## config.mk

```make
export PLATFORM = sky130hd
export DESIGN_NAME = mux4_rr_arbiter
export DESIGN_NICKNAME = d
export VERILOG_FILES = /design/src/rtl/mux4_rr_arbiter.sv
export SDC_FILE = /design/constraint.sdc
export NUM_CORES = 1
export LEC_CHECK = 0
export ABC_CLOCK_PERIOD_IN_PS = 2600
export CORE_UTILIZATION = 30
export DETAILED_ROUTE_END_ITERATION = 10
export RECOVER_POWER = 50
export REMOVE_ABC_BUFFERS = 1
export SKIP_CTS_REPAIR_TIMING = 1
export SYNTH_ARGS = -nofsm -noshare
export SYNTH_HDL_FRONTEND = slang
export SYNTH_SLANG_ARGS = --single-unit
```

## constraint.sdc

```tcl
create_clock -name clk -period 2.6 [get_ports clk]
set_input_delay 0.65 -clock clk [delete_from_list [all_inputs] [get_ports clk]]
set_output_delay 0.65 -clock clk [all_outputs]
set_load 0.05 [all_outputs]
```

## src/rtl/mux4_rr_arbiter.sv

```systemverilog
// rtl/mux4_rr_arbiter.sv - round-robin owner of a shared 4:1 data mux with bounded hold time
//
// Ports:
//   clk    in   system clock, rising edge
//   rst    in   asynchronous active-high reset
//   req    in   [3:0] request vector, bit k = requester k wants the mux
//   i0..i3 in   [WIDTH-1:0] data words from the four requesters
//   gnt    out  [3:0] registered one-hot grant, zero when idle
//   S      out  [1:0] registered select = index of current owner
//   Y      out  [WIDTH-1:0] registered data of the current owner
//   valid  out  high while a grant is active
module mux4_rr_arbiter #(
    parameter int WIDTH    = 4,
    parameter int MAX_HOLD = 4
) (
    input  logic             clk,
    input  logic             rst,
    input  logic [3:0]       req,
    input  logic [WIDTH-1:0] i0,
    input  logic [WIDTH-1:0] i1,
    input  logic [WIDTH-1:0] i2,
    input  logic [WIDTH-1:0] i3,
    output logic [3:0]       gnt,
    output logic [1:0]       S,
    output logic [WIDTH-1:0] Y,
    output logic             valid
);

    typedef enum logic {IDLE, GRANT} state_t;

    state_t           state_q, state_d;
    logic [1:0]       last_q, last_d;
    logic [3:0]       hold_cnt_q, hold_cnt_d;
    logic [3:0]       gnt_q, gnt_d;
    logic [1:0]       s_q, s_d;
    logic [WIDTH-1:0] y_q, y_d;
    logic             valid_q, valid_d;

    // Candidates exclude the current owner; in IDLE gnt_q is zero so all
    // requesters compete. The search base is the owner while granting
    // (it becomes "last" on a hand-over) and last_q while idle.
    logic [3:0] others;
    logic [1:0] base;
    logic [1:0] start;
    logic [7:0] doubled;
    logic [7:0] shifted;
    logic [3:0] rot;
    logic [1:0] pos;
    logic [1:0] win;
    logic       any_other;
    logic       at_limit;
    logic       keep;

    assign others    = req & ~gnt_q;
    assign any_other = |others;
    assign base      = (state_q == GRANT) ? s_q : last_q;
    assign start     = base + 2'd1;
    assign doubled   = {others, others};
    // Rotate so that bit 0 of rot is the highest-priority requester.
    assign shifted   = doubled >> start;
    assign rot       = shifted[3:0];

    always_comb begin
        pos = 2'd0;
        for (int j = 3; j >= 0; j--) begin
            if (rot[j]) begin
                pos = 2'(j);
            end
        end
    end

    assign win      = start + pos;
    assign at_limit = (hold_cnt_q == 4'(MAX_HOLD));
    assign keep     = req[s_q] && !(at_limit && any_other);

    function automatic logic [WIDTH-1:0] pick_data(
        input logic [1:0]       idx,
        input logic [WIDTH-1:0] d0,
        input logic [WIDTH-1:0] d1,
        input logic [WIDTH-1:0] d2,
        input logic [WIDTH-1:0] d3
    );
        logic [WIDTH-1:0] r;
        case (idx)
            2'd0:    r = d0;
            2'd1:    r = d1;
            2'd2:    r = d2;
            default: r = d3;
        endcase
        return r;
    endfunction

    always_comb begin
        state_d    = state_q;
        last_d     = last_q;
        hold_cnt_d = hold_cnt_q;
        gnt_d      = gnt_q;
        s_d        = s_q;
        y_d        = y_q;
        valid_d    = valid_q;

        case (state_q)
            IDLE: begin
                if (any_other) begin
                    state_d    = GRANT;
                    gnt_d      = 4'b0001 << win;
                    s_d        = win;
                    y_d        = pick_data(win, i0, i1, i2, i3);
                    valid_d    = 1'b1;
                    hold_cnt_d = 4'd1;
                end else begin
                    gnt_d   = 4'd0;
                    s_d     = 2'd0;
                    y_d     = '0;
                    valid_d = 1'b0;
                end
            end
            default: begin
                if (keep) begin
                    y_d = pick_data(s_q, i0, i1, i2, i3);
                    if (!at_limit) begin
                        hold_cnt_d = hold_cnt_q + 4'd1;
                    end
                end else begin
                    // Release or forced rotation: hand over without a bubble.
                    last_d = s_q;
                    if (any_other) begin
                        gnt_d      = 4'b0001 << win;
                        s_d        = win;
                        y_d        = pick_data(win, i0, i1, i2, i3);
                        valid_d    = 1'b1;
                        hold_cnt_d = 4'd1;
                    end else begin
                        state_d    = IDLE;
                        gnt_d      = 4'd0;
                        s_d        = 2'd0;
                        y_d        = '0;
                        valid_d    = 1'b0;
                        hold_cnt_d = 4'd0;
                    end
                end
            end
        endcase
    end

    always_ff @(posedge clk or posedge rst) begin
        if (rst) begin
            state_q    <= IDLE;
            last_q     <= 2'd3;
            hold_cnt_q <= 4'd0;
            gnt_q      <= 4'd0;
            s_q        <= 2'd0;
            y_q        <= '0;
            valid_q    <= 1'b0;
        end else begin
            state_q    <= state_d;
            last_q     <= last_d;
            hold_cnt_q <= hold_cnt_d;
            gnt_q      <= gnt_d;
            s_q        <= s_d;
            y_q        <= y_d;
            valid_q    <= valid_d;
        end
    end

    assign gnt   = gnt_q;
    assign S     = s_q;
    assign Y     = y_q;
    assign valid = valid_q;

endmodule

```

==> metrics.md, run 1 <==
| Metric | Value |
|---|---|
| Status | `finished with violations` |
| Final setup TNS | `-1.05 ns` |
| Total CTS buffers | `3` |
| Yosys warning total | `0` |
| Clock Latency Late Sink | `0.26 ns` |
| Area of all sequential standard cells | `around 450 um2` |
| Buffer type at the clock tree root | `sky130_fd_sc_hd__clkbuf_8` |
| Nets@finish | `roughly 240` |
| Number of violations reported at the end of detailed-routing iteration 0 | `76` |
| Detailed-placement wirelength estimate | `roughly 3200 um` |
| Crit path time final | `around 2.8 ns` |
| Antenna violations before repair | `0` |
| Most common flop cell mapped by yosys | `sky130_fd_sc_hd__dfrtp_1` |
| Ports | `33` |
| Final worst-path cycle share | `107%` |
| Violations in the final reports | `DRC, setup timing` |
| Most frequent cells in the layout | `sky130_fd_sc_hd__nand2_1, sky130_fd_sc_hd__buf_4, sky130_fd_sc_hd__clkdlybuf4s50_1` |
| Max-slew violation total from the final report | `0` |
| CP Launch Type | `primary input` |
| Max-cap violations | `0` |
| Count of endpoints failing hold in the final timing report | `0` |
| Most area-hungry cell type in the Yosys netlist | `sky130_fd_sc_hd__dfrtp_1` |
| Category of the worst setup path capture point | `register` |
| Max-Slew Margin vs Limit | `between 50% and 60%` |
| H-Tree Depth | `1` |
| Max Used Layer | `met4` |
| Worst setup slack after layout | `-0.177 ns` |
| Wire length of the first global-routing pass | `between 6000 and 7000 um` |
| Width of the die | `approximately 71 um` |
| Post-Syn Instances | `148` |
| Highest cell delay on the worst timing path | `0.39 ns` |
| Area used by multi-input combinational logic | `1100 um2` |
| Total Wirelength | `roughly 4200 um` |
| Area of the mapped netlist | `1440 um2` |
| Number of distinct library cells after synthesis | `43` |
| Yosys top cell area share | `27.8%` |
| TritonCTS clock tree | `yes` |
| Worst Path Arrival | `approximately 2.9 ns` |
| Routed Antenna Nets | `0` |
| Fraction of final layout cells sized beyond drive strength 1 | `between 30 and 40%` |
| Maximum clock frequency | `approximately 360 MHz` |
| Library cell contributing the largest single delay on the critical path | `sky130_fd_sc_hd__a211o_4` |
| Area growth, synth to finish | `56.2%` |
| Final-layout fill cell count | `420` |
| Number of enable-type register cells in the synthesized netlist | `0` |
| Maximum number of pins on one net before global-route repair | `19` |
| Sum of routed wire segments on met1 | `about 1900 um` |
| Die H | `71.3 um` |
| Cell-by-cell trace of the critical path | `dlymetal6s2s_1, nor2b_2, buf_4, o31ai_2, a2bb2oi_1, ha_2, xor2_2, o21ba_4, a211o_4, a211oi_2, a221oi_2` |
| Initial Util | `32.2%` |
| Synth area leaders | `sky130_fd_sc_hd__dfrtp_1, sky130_fd_sc_hd__mux4_1, sky130_fd_sc_hd__nand2_1` |
| Maximum net fanout on the critical path | `7` |
| Post-synthesis register bit count | `18` |
| Tot GR Track Use | `between 10% and 20%` |
| GRT overflow | `0` |
| Type of the setup path with the least slack | `in -> reg` |
| Routed length on met2 | `about 2000 um` |
| FFs w/ async S/R, synth | `between 90% and 100%` |
| Remaining design rule violation count | `2` |
| Sinks on Clock Net | `18` |
| Total number of vias | `1397` |
| Maximum root-to-sink buffer count | `2` |
| Core box area | `4470 um2` |
| RSZ-0062 raised after global routing | `yes` |
| Placement Cell Area | `2010 um2` |
| Sequential area share after synthesis | `between 30% and 40%` |
| Wire length on met3 | `252 um` |
| Buffers added on ports | `32` |
| Clock-pin transition on the worst setup and hold timing paths | `approximately 0.070 ns` |
| Count of antenna diodes in the layout | `0` |
| HP Class | `reg -> reg` |
| Routed vias/inst | `around 5.4` |
| Actual slew at the worst max-slew pin | `between 0.7 and 0.8 ns` |
| Data required, critical path | `2.74 ns` |
| Routed len/inst | `16.0 um` |
| Final number of setup-violating endpoints | `9` |
| Number of iterations in the first detailed-routing pass | `7` |
| Worst Skew | `0.00735 ns` |
| Routability Congestion | `~0.91` |
| Row Count | `24` |
| Syn avg cell area | `about 9.7 um2` |
| Number of global-route vias before repair | `approximately 1400` |
| Full die area | `a little over 5000 um2` |
| Summed area of non-filler cells in the final layout | `~2300 um2` |
[worst max-delay path: cells and delay by family]
kind / cells / cell delay (ns)
AOI/OAI and AO/OA: 6 / 1.38
xor gates and xnor gates: 1 / 0.21
adders and majority gates: 1 / 0.22
buffers and inverters: 2 / 0.29
and+or+nand+nor: 1 / 0.17
[flip-flops by register name, indices dropped and copies added, names as in the netlist]
name and count:
last_q 2, hold_cnt_q 4, Y 4, S 2
gnt 4, state_q 1, valid 1
[metrics by stage]
stage | std cells | hold WS [ns] | utilization (%) | worst slack, ns
after global routing | 261 | 0.523 | 50.3 | -0.284
final | 261 | 0.501 | 50.3 | -0.177
after CTS | 260 | 0.504 | 46.2 | -0.600
after detailed placement | 256 | 0.487 | 45.0 | -0.857
after global placement | 256 | 0.460 | 45.0 | -0.783
after floorplan | 143 | 0.436 | - | -0.424
[worst paths after layout]
check | slack, ns | cells after the start | endpoint | startpoint
min in group asynchronous | 0.94 | 2 | hold_cnt_q[1] | rst
worst max-delay path | -0.18 | 11 | Y[2] | req[3]
max in group asynchronous | 1.19 | 2 | Y[0] | rst
worst min-delay path | 0.50 | 1 | valid | valid
worst max register to register | -0.15 | 10 | Y[2] | last_q[0]
worst min register to register | 0.50 | 1 | valid | valid
[layer usage]
metal	up-vias	GRT usage, %
li1	675	-
met5	-	0
met2	63	26.3
met3	4	3.66
met1	655	22.3
met4	0	6.89
[cell families after synthesis]
family                     after synthesis  synth area share [%]
muxes                                   10                  14.5
xor gates and xnor gates                 3                  2.34
DFF                                     18                  31.4
and+or+nand+nor                         52                  17.8
AOI/OAI and AO/OA                       48                  26.7
buffers and inverters                   14                  4.60
adders and majority gates                3                  2.60
[synthesized netlist by cell type (3+ instances only)]
master / number
sky130_fd_sc_hd__mux4_1: 5
sky130_fd_sc_hd__o31ai_1: 4
sky130_fd_sc_hd__a221oi_2: 4
sky130_fd_sc_hd__a2111oi_0: 4
sky130_fd_sc_hd__nand3_1: 4
sky130_fd_sc_hd__o21ai_1: 3
sky130_fd_sc_hd__inv_1: 9
sky130_fd_sc_hd__nor2_1: 4
sky130_fd_sc_hd__a21oi_1: 10
sky130_fd_sc_hd__ha_1: 3
sky130_fd_sc_hd__nand2b_1: 4
sky130_fd_sc_hd__a211oi_2: 5
sky130_fd_sc_hd__dfrtp_1: 16
sky130_fd_sc_hd__nor2b_1: 4
sky130_fd_sc_hd__nand2_1: 28
sky130_fd_sc_hd__o21ai_0: 6
[layout make-up]
cell class	instances	share of cell area, %
repair buffers	61	24.2
flip-flops and latches	18	20.1
inverters	9	1.50
multi-input cells	117	48.9
well taps	52	2.89
clock buffers	4	2.45
Power of run 1 is not shown: default switching activity piles up to over one toggle a cycle in this logic, so the estimate is an artifact.
==> run 2, diff against run 1 <==
--- a/config.mk
+++ b/config.mk
@@ -6,8 +6,9 @@
 export NUM_CORES = 1
 export LEC_CHECK = 0
 export ABC_CLOCK_PERIOD_IN_PS = 2600
-export CORE_UTILIZATION = 30
+export CORE_UTILIZATION = 45
 export DETAILED_ROUTE_END_ITERATION = 10
+export PLACE_DENSITY = 0.76
 export RECOVER_POWER = 50
 export REMOVE_ABC_BUFFERS = 1
 export SKIP_CTS_REPAIR_TIMING = 1
==> run 2 against run 1 <==
  * Core utilization increased by 27 points
  * Via count is 9.7% higher
  * Cell count is 0.38% lower
  * Sequential cell count stayed put
  * Design area up 4.6%
  * Global-route usage up 8.4 points
  * First-iteration DRC count shrank 30%
  * Clock skew increased by 0.00086 ns
  * Highest routed layer unchanged
  * Register-to-register slack lost 0.098 ns
  * Worst hold slack got worse by 0.0045 ns
  * Critical path depth grew 1
  * The run ends with setup timing left
==> metrics.md, run 2 (synthesis gave the netlist of run 1 again) <==
| Metric | Value |
|---|---|
| Count of endpoints failing hold in the final timing report | `0` |
| Count of antenna diodes in the layout | `0` |
| Actual slew at the worst max-slew pin | `0.712 ns` |
| Most frequent cells in the layout | `sky130_fd_sc_hd__buf_4, sky130_fd_sc_hd__nand2_1, sky130_fd_sc_hd__clkdlybuf4s50_1` |
| Maximum number of pins on one net before global-route repair | `19` |
| Met3 track demand over resource | `between 4 and 5%` |
| Buffer type at the clock tree root | `sky130_fd_sc_hd__clkbuf_4` |
| Total Wirelength | `4810 um` |
| Violations in the final reports | `setup timing` |
| Category of the worst setup path capture point | `register` |
| Final worst-path cycle share | `110%` |
| Max-Slew Margin vs Limit | `a little over half` |
| Most common cell after layout, fill and taps aside | `sky130_fd_sc_hd__buf_4` |
| Total CTS buffers | `3` |
| Library cell contributing the largest single delay on the critical path | `sky130_fd_sc_hd__dfstp_2` |
| Routed len/inst | `~18 um` |
| Routing usage on met2 | `45.8%` |
| Buffers added on ports | `32` |
| Worst setup slack after layout | `-0.248 ns` |
| CP Launch Type | `register` |
| Crit path buf inv count | `1` |
| Width of the die | `around 59 um` |
| Post-route non-filler standard cell count | `260` |
| Routed vias/inst | `approximately 5.9` |
| Full die area | `~3400 um2` |
| Initial Util | `a little under half` |
| Core box area | `roughly 3100 um2` |
| Max-cap violations | `0` |
| RSZ-0062 raised after global routing | `yes` |
| Number of iterations in the first detailed-routing pass | `4` |
| Cell-by-cell trace of the critical path | `xor2_2, mux2i_4, a21oi_1, nor2_1, a2bb2oi_2, ha_2, xor2_2, o21ba_4, a211oi_2, buf_4, a21oi_1, a221oi_2` |
| Placement Cell Area | `between 2000 and 2500 um2` |
| H-Tree Depth | `1` |
| Die H | `~59 um` |
| Worst Path Arrival | `between 3 and 4 ns` |
| Final setup TNS | `-1.77 ns` |
| Met1 layer usage reported by global route | `between 20% and 30%` |
| Sinks on Clock Net | `18` |
| Row Count | `20` |
| Clock-pin transition on the worst setup and hold timing paths | `roughly 0.12 ns` |
| Number of instances on the worst hold path | `1` |
| Max-slew violation total from the final report | `0` |
| Type of the setup path with the least slack | `reg -> reg` |
| CP top delay family | `compound AO/OA/AOI/OAI gates` |
| Number of cells on the worst reg-to-reg path | `12` |
| Fraction of final layout cells sized beyond drive strength 1 | `between 30% and 40%` |
| Busiest metal layer after global routing | `met2` |
| Ports | `33` |
| TritonCTS clock tree | `yes` |
| Detailed-placement wirelength estimate | `3120 um` |
| Worst Skew | `roughly 0.0082 ns` |
| Total number of vias | `approximately 1500` |
| Highest cell delay on the worst timing path | `approximately 0.57 ns` |
| Stages on worst setup path | `12` |
| Number of placed instances, taps included | `roughly 250` |
| Tot GR Track Use | `between 20 and 30%` |
| Antenna violations before repair | `0` |
| Remaining design rule violation count | `0` |
| Area growth, synth to finish | `63.3%` |
| Crit path time final | `2.85 ns` |
| Routability Congestion | `~0.80` |
| Final number of setup-violating endpoints | `9` |
| Data required, critical path | `around 2.8 ns` |
| Maximum root-to-sink buffer count | `2` |
| Status | `finished with violations` |
| Nets@finish | `between 200 and 250` |
| Summed area of non-filler cells in the final layout | `approximately 2400 um2` |
| Maximum net fanout on the critical path | `7` |
| HP Class | `reg -> reg` |
| Number of violations reported at the end of detailed-routing iteration 0 | `53` |
| Number of global-route vias before repair | `between 1500 and 2000` |
| GRT overflow | `0` |
| Clock Latency Late Sink | `~0.30 ns` |
| Wire length of the first global-routing pass | `6590 um` |
| Routed Antenna Nets | `0` |
| Maximum clock frequency | `between 300 and 400 MHz` |
[run 2: cell count changes in the layout (fill, tap and decap cells not counted), sizes merged]
cell	before	now
clkbuf	5	4
dlymetal6s2s	3	4
buf	29	36
[run 2: final cells by class]
type	instances	area, um2
flip-flops and latches	18	453
repair buffers	68	617
clock buffers	4	26.3
fillers	211	699
well taps	44	55.1
inverters	9	33.8
multi-input cells	117	1170
[run 2: worst paths after layout]
path / startpoint / to / slack (ns)
max: last_q[1] / Y[1] / -0.25
min in group asynchronous: rst / Y[2] / 0.88
max in group asynchronous: rst / gnt[2] / 1.26
min reg2reg: hold_cnt_q[3] / hold_cnt_q[3] / 0.50
min: hold_cnt_q[3] / hold_cnt_q[3] / 0.50
max reg2reg: last_q[1] / Y[1] / -0.25
[run 2: routing by layer]
layer  vias up  wire, um
li1        690         -
met1       764      1850
met2        65      2600
met3        14       229
met4         0       123
met5         -         0
[run 2: through the flow]
stage	worst slack, ns	hold slack (ns)	util [%]
2_1_floorplan	-0.424	0.436	-
3_3_place_gp	-0.973	0.456	66.6
3_5_place_dp	-0.963	0.473	66.6
4_1_cts	-0.661	0.486	67.4
5_1_grt	-0.346	0.533	77.1
6_report	-0.248	0.497	77.1
[run 2: worst reg2reg max path, delay by kind of cell (launching register included)]
family          cells  cell delay, ns
compound gates      6            1.12
flops               1            0.57
xor+xnor            2            0.30
mux                 1            0.24
fa+ha+maj           1            0.20
buf+inv             1            0.18
simple gates        1            0.16
Power of run 2 is left out for the same reason.
==> run 3, diff against run 2 <==
--- a/config.mk
+++ b/config.mk
@@ -7,8 +7,9 @@
 export LEC_CHECK = 0
 export ABC_CLOCK_PERIOD_IN_PS = 2600
 export CORE_UTILIZATION = 45
+export CTS_CLUSTER_SIZE = 25
 export DETAILED_ROUTE_END_ITERATION = 10
-export PLACE_DENSITY = 0.76
+export PLACE_DENSITY = 0.85
 export RECOVER_POWER = 50
 export REMOVE_ABC_BUFFERS = 1
 export SKIP_CTS_REPAIR_TIMING = 1
==> run 3 against run 2 <==
  * Via count down 4.8%
  * Cell count down 0.77%
  * Largest cell class unchanged
  * The run still ends with setup timing left
  * Routed wire length decreased by 7.8%
  * Die area stayed put
  * Highest routed layer unchanged
  * Sequential cell count did not move
==> metrics.md, run 3 (synthesis gave the netlist of run 1 again) <==
| Metric | Value |
|---|---|
| Status | `finished with violations` |
| Worst hold slack | `0.493 ns` |
| Start point of the critical path | `last_q[0]` |
| Antenna violations before repair | `0` |
| Count of endpoints failing hold in the final timing report | `0` |
| Most common cell after layout, fill and taps aside | `sky130_fd_sc_hd__buf_4` |
| Count of antenna diodes in the layout | `0` |
| Detailed-placement wirelength estimate | `about 3000 um` |
| Die H | `approximately 59 um` |
| GRT overflow | `0` |
| Remaining design rule violation count | `0` |
| Total CTS buffers | `3` |
| Routed len/inst | `between 15 and 20 um` |
| Data required, critical path | `2.81 ns` |
| Final worst-path cycle share | `108%` |
| Fraction of final layout cells sized beyond drive strength 1 | `36.9%` |
| Initial Util | `a little under half` |
| Setup Slack @ Placement | `-1.05 ns` |
| Full die area | `between 3000 and 4000 um2` |
| Type of the setup path with the least slack | `reg -> reg` |
| Most frequent cells in the layout | `sky130_fd_sc_hd__buf_4, sky130_fd_sc_hd__nand2_1, sky130_fd_sc_hd__clkdlybuf4s50_1` |
| Final number of setup-violating endpoints | `9` |
| Sinks on Clock Net | `18` |
| Startpoint of the worst-slack reg-to-reg timing path | `last_q[0]` |
| Tot GR Track Use | `between 20 and 25%` |
| Routability Congestion | `around 1.0` |
| Total Wirelength | `4430 um` |
| Maximum clock frequency | `356 MHz` |
| Buffers added on ports | `32` |
| Final core occ | `between 70% and 80%` |
| Number of cells on the worst reg-to-reg path | `11` |
| Total number of vias | `between 1000 and 1500` |
| Actual slew at the worst max-slew pin | `about 0.69 ns` |
| Crit path time final | `~2.8 ns` |
| Violations in the final reports | `setup timing` |
| Category of the worst setup path capture point | `register` |
| Termination of the worst setup path | `gnt[1]` |
| Worst setup slack after layout | `-0.210 ns` |
| HP Class | `reg -> reg` |
| Clock Latency Late Sink | `~0.30 ns` |
| Row Count | `20` |
| Worst Skew | `0.00110 ns` |
| Area growth, synth to finish | `59.7%` |
| Maximum root-to-sink buffer count | `2` |
| Ports | `33` |
| Maximum net fanout on the critical path | `7` |
| Nets@finish | `240` |
| Maximum number of pins on one net before global-route repair | `19` |
| Max-cap violations | `0` |
| Routed vias/inst | `approximately 5.7` |
| Wire length of the first global-routing pass | `around 6300 um` |
| Worst Path Arrival | `between 3 and 4 ns` |
| Terminus of the critical flop-to-flop path | `gnt[1]` |
| Routed Antenna Nets | `0` |
| Core box area | `between 3000 and 4000 um2` |
| RSZ-0062 raised after global routing | `yes` |
| Max-Slew Margin vs Limit | `a little over half` |
| H-Tree Depth | `1` |
| Number of global-route vias before repair | `1393` |
| Worst reg2reg setup slack | `-0.21 ns` |
| CP Launch Type | `register` |
| Clock-pin transition on the worst setup and hold timing paths | `between 0.1 and 0.15 ns` |
| Width of the die | `between 50 and 60 um` |
| Number of violations reported at the end of detailed-routing iteration 0 | `just over 50` |
| TritonCTS clock tree | `yes` |
| Max-slew violation total from the final report | `0` |
| Buffer type at the clock tree root | `sky130_fd_sc_hd__clkbuf_4` |
| Number of iterations in the first detailed-routing pass | `4` |
==> run 3: changes by cell type in the layout (fill, tap and decap cells not counted), sizes merged <==
cell	before	now
buf	36	34
==> run 3: cell type report <==
| class | count | area [um2] |
|---|---|---|
| Tap cell | 44 | 55.1 |
| Clock buffer | 4 | 36.3 |
| Inverter | 9 | 33.8 |
| Multi-Input combinational cell | 117 | 1120 |
| Timing Repair Buffer | 66 | 606 |
| Fill cell | 215 | 751 |
| Sequential cell | 18 | 453 |
==> run 3: critical path, cell delays in order, from the launching register on <==
cell,delay (ns)
sky130_fd_sc_hd__dfstp_2,0.57
sky130_fd_sc_hd__xor2_2,0.08
sky130_fd_sc_hd__mux2i_4,0.23
sky130_fd_sc_hd__a21oi_1,0.12
sky130_fd_sc_hd__nor2_1,0.12
sky130_fd_sc_hd__a2bb2oi_1,0.18
sky130_fd_sc_hd__ha_2,0.21
sky130_fd_sc_hd__xor2_2,0.20
sky130_fd_sc_hd__o21ba_4,0.24
sky130_fd_sc_hd__buf_4,0.16
sky130_fd_sc_hd__a211o_4,0.36
sky130_fd_sc_hd__o31ai_2,0.25
==> run 3: worst min-delay path by stage <==
stage | slack [ns] | end | startpoint | cells past startpoint
floorplan | 0.44 | hold_cnt_q[3] | hold_cnt_q[3] | 1
global placement | 0.46 | hold_cnt_q[3] | hold_cnt_q[3] | 1
detailed placement | 0.47 | hold_cnt_q[3] | hold_cnt_q[3] | 1
CTS | 0.49 | hold_cnt_q[3] | hold_cnt_q[3] | 1
global route | 0.51 | hold_cnt_q[3] | hold_cnt_q[3] | 1
finish | 0.49 | hold_cnt_q[3] | hold_cnt_q[3] | 1
==> run 3: metal layers <==
| metal | up-vias | share of wire (%) | track usage [%] |
|---|---|---|---|
| met2 | 42 | 55 | 43.8 |
| met1 | 727 | 41 | 30.0 |
| met3 | 6 | 3.4 | 2.64 |
| li1 | 685 | - | - |
| met4 | 0 | 1.3 | 8.16 |
| met5 | - | 0 | 0 |
==> run 3: per-stage QoR <==
step	TNS, ns	cell area [um2]	cells
after floorplan	-3.18	1410	143
after global placement	-6.62	1990	247
after detailed placement	-7.53	1990	247
after CTS	-4.56	2030	251
after global routing	-2.37	2300	258
final	-1.31	2300	258
Power of run 3 is left out for the same reason.
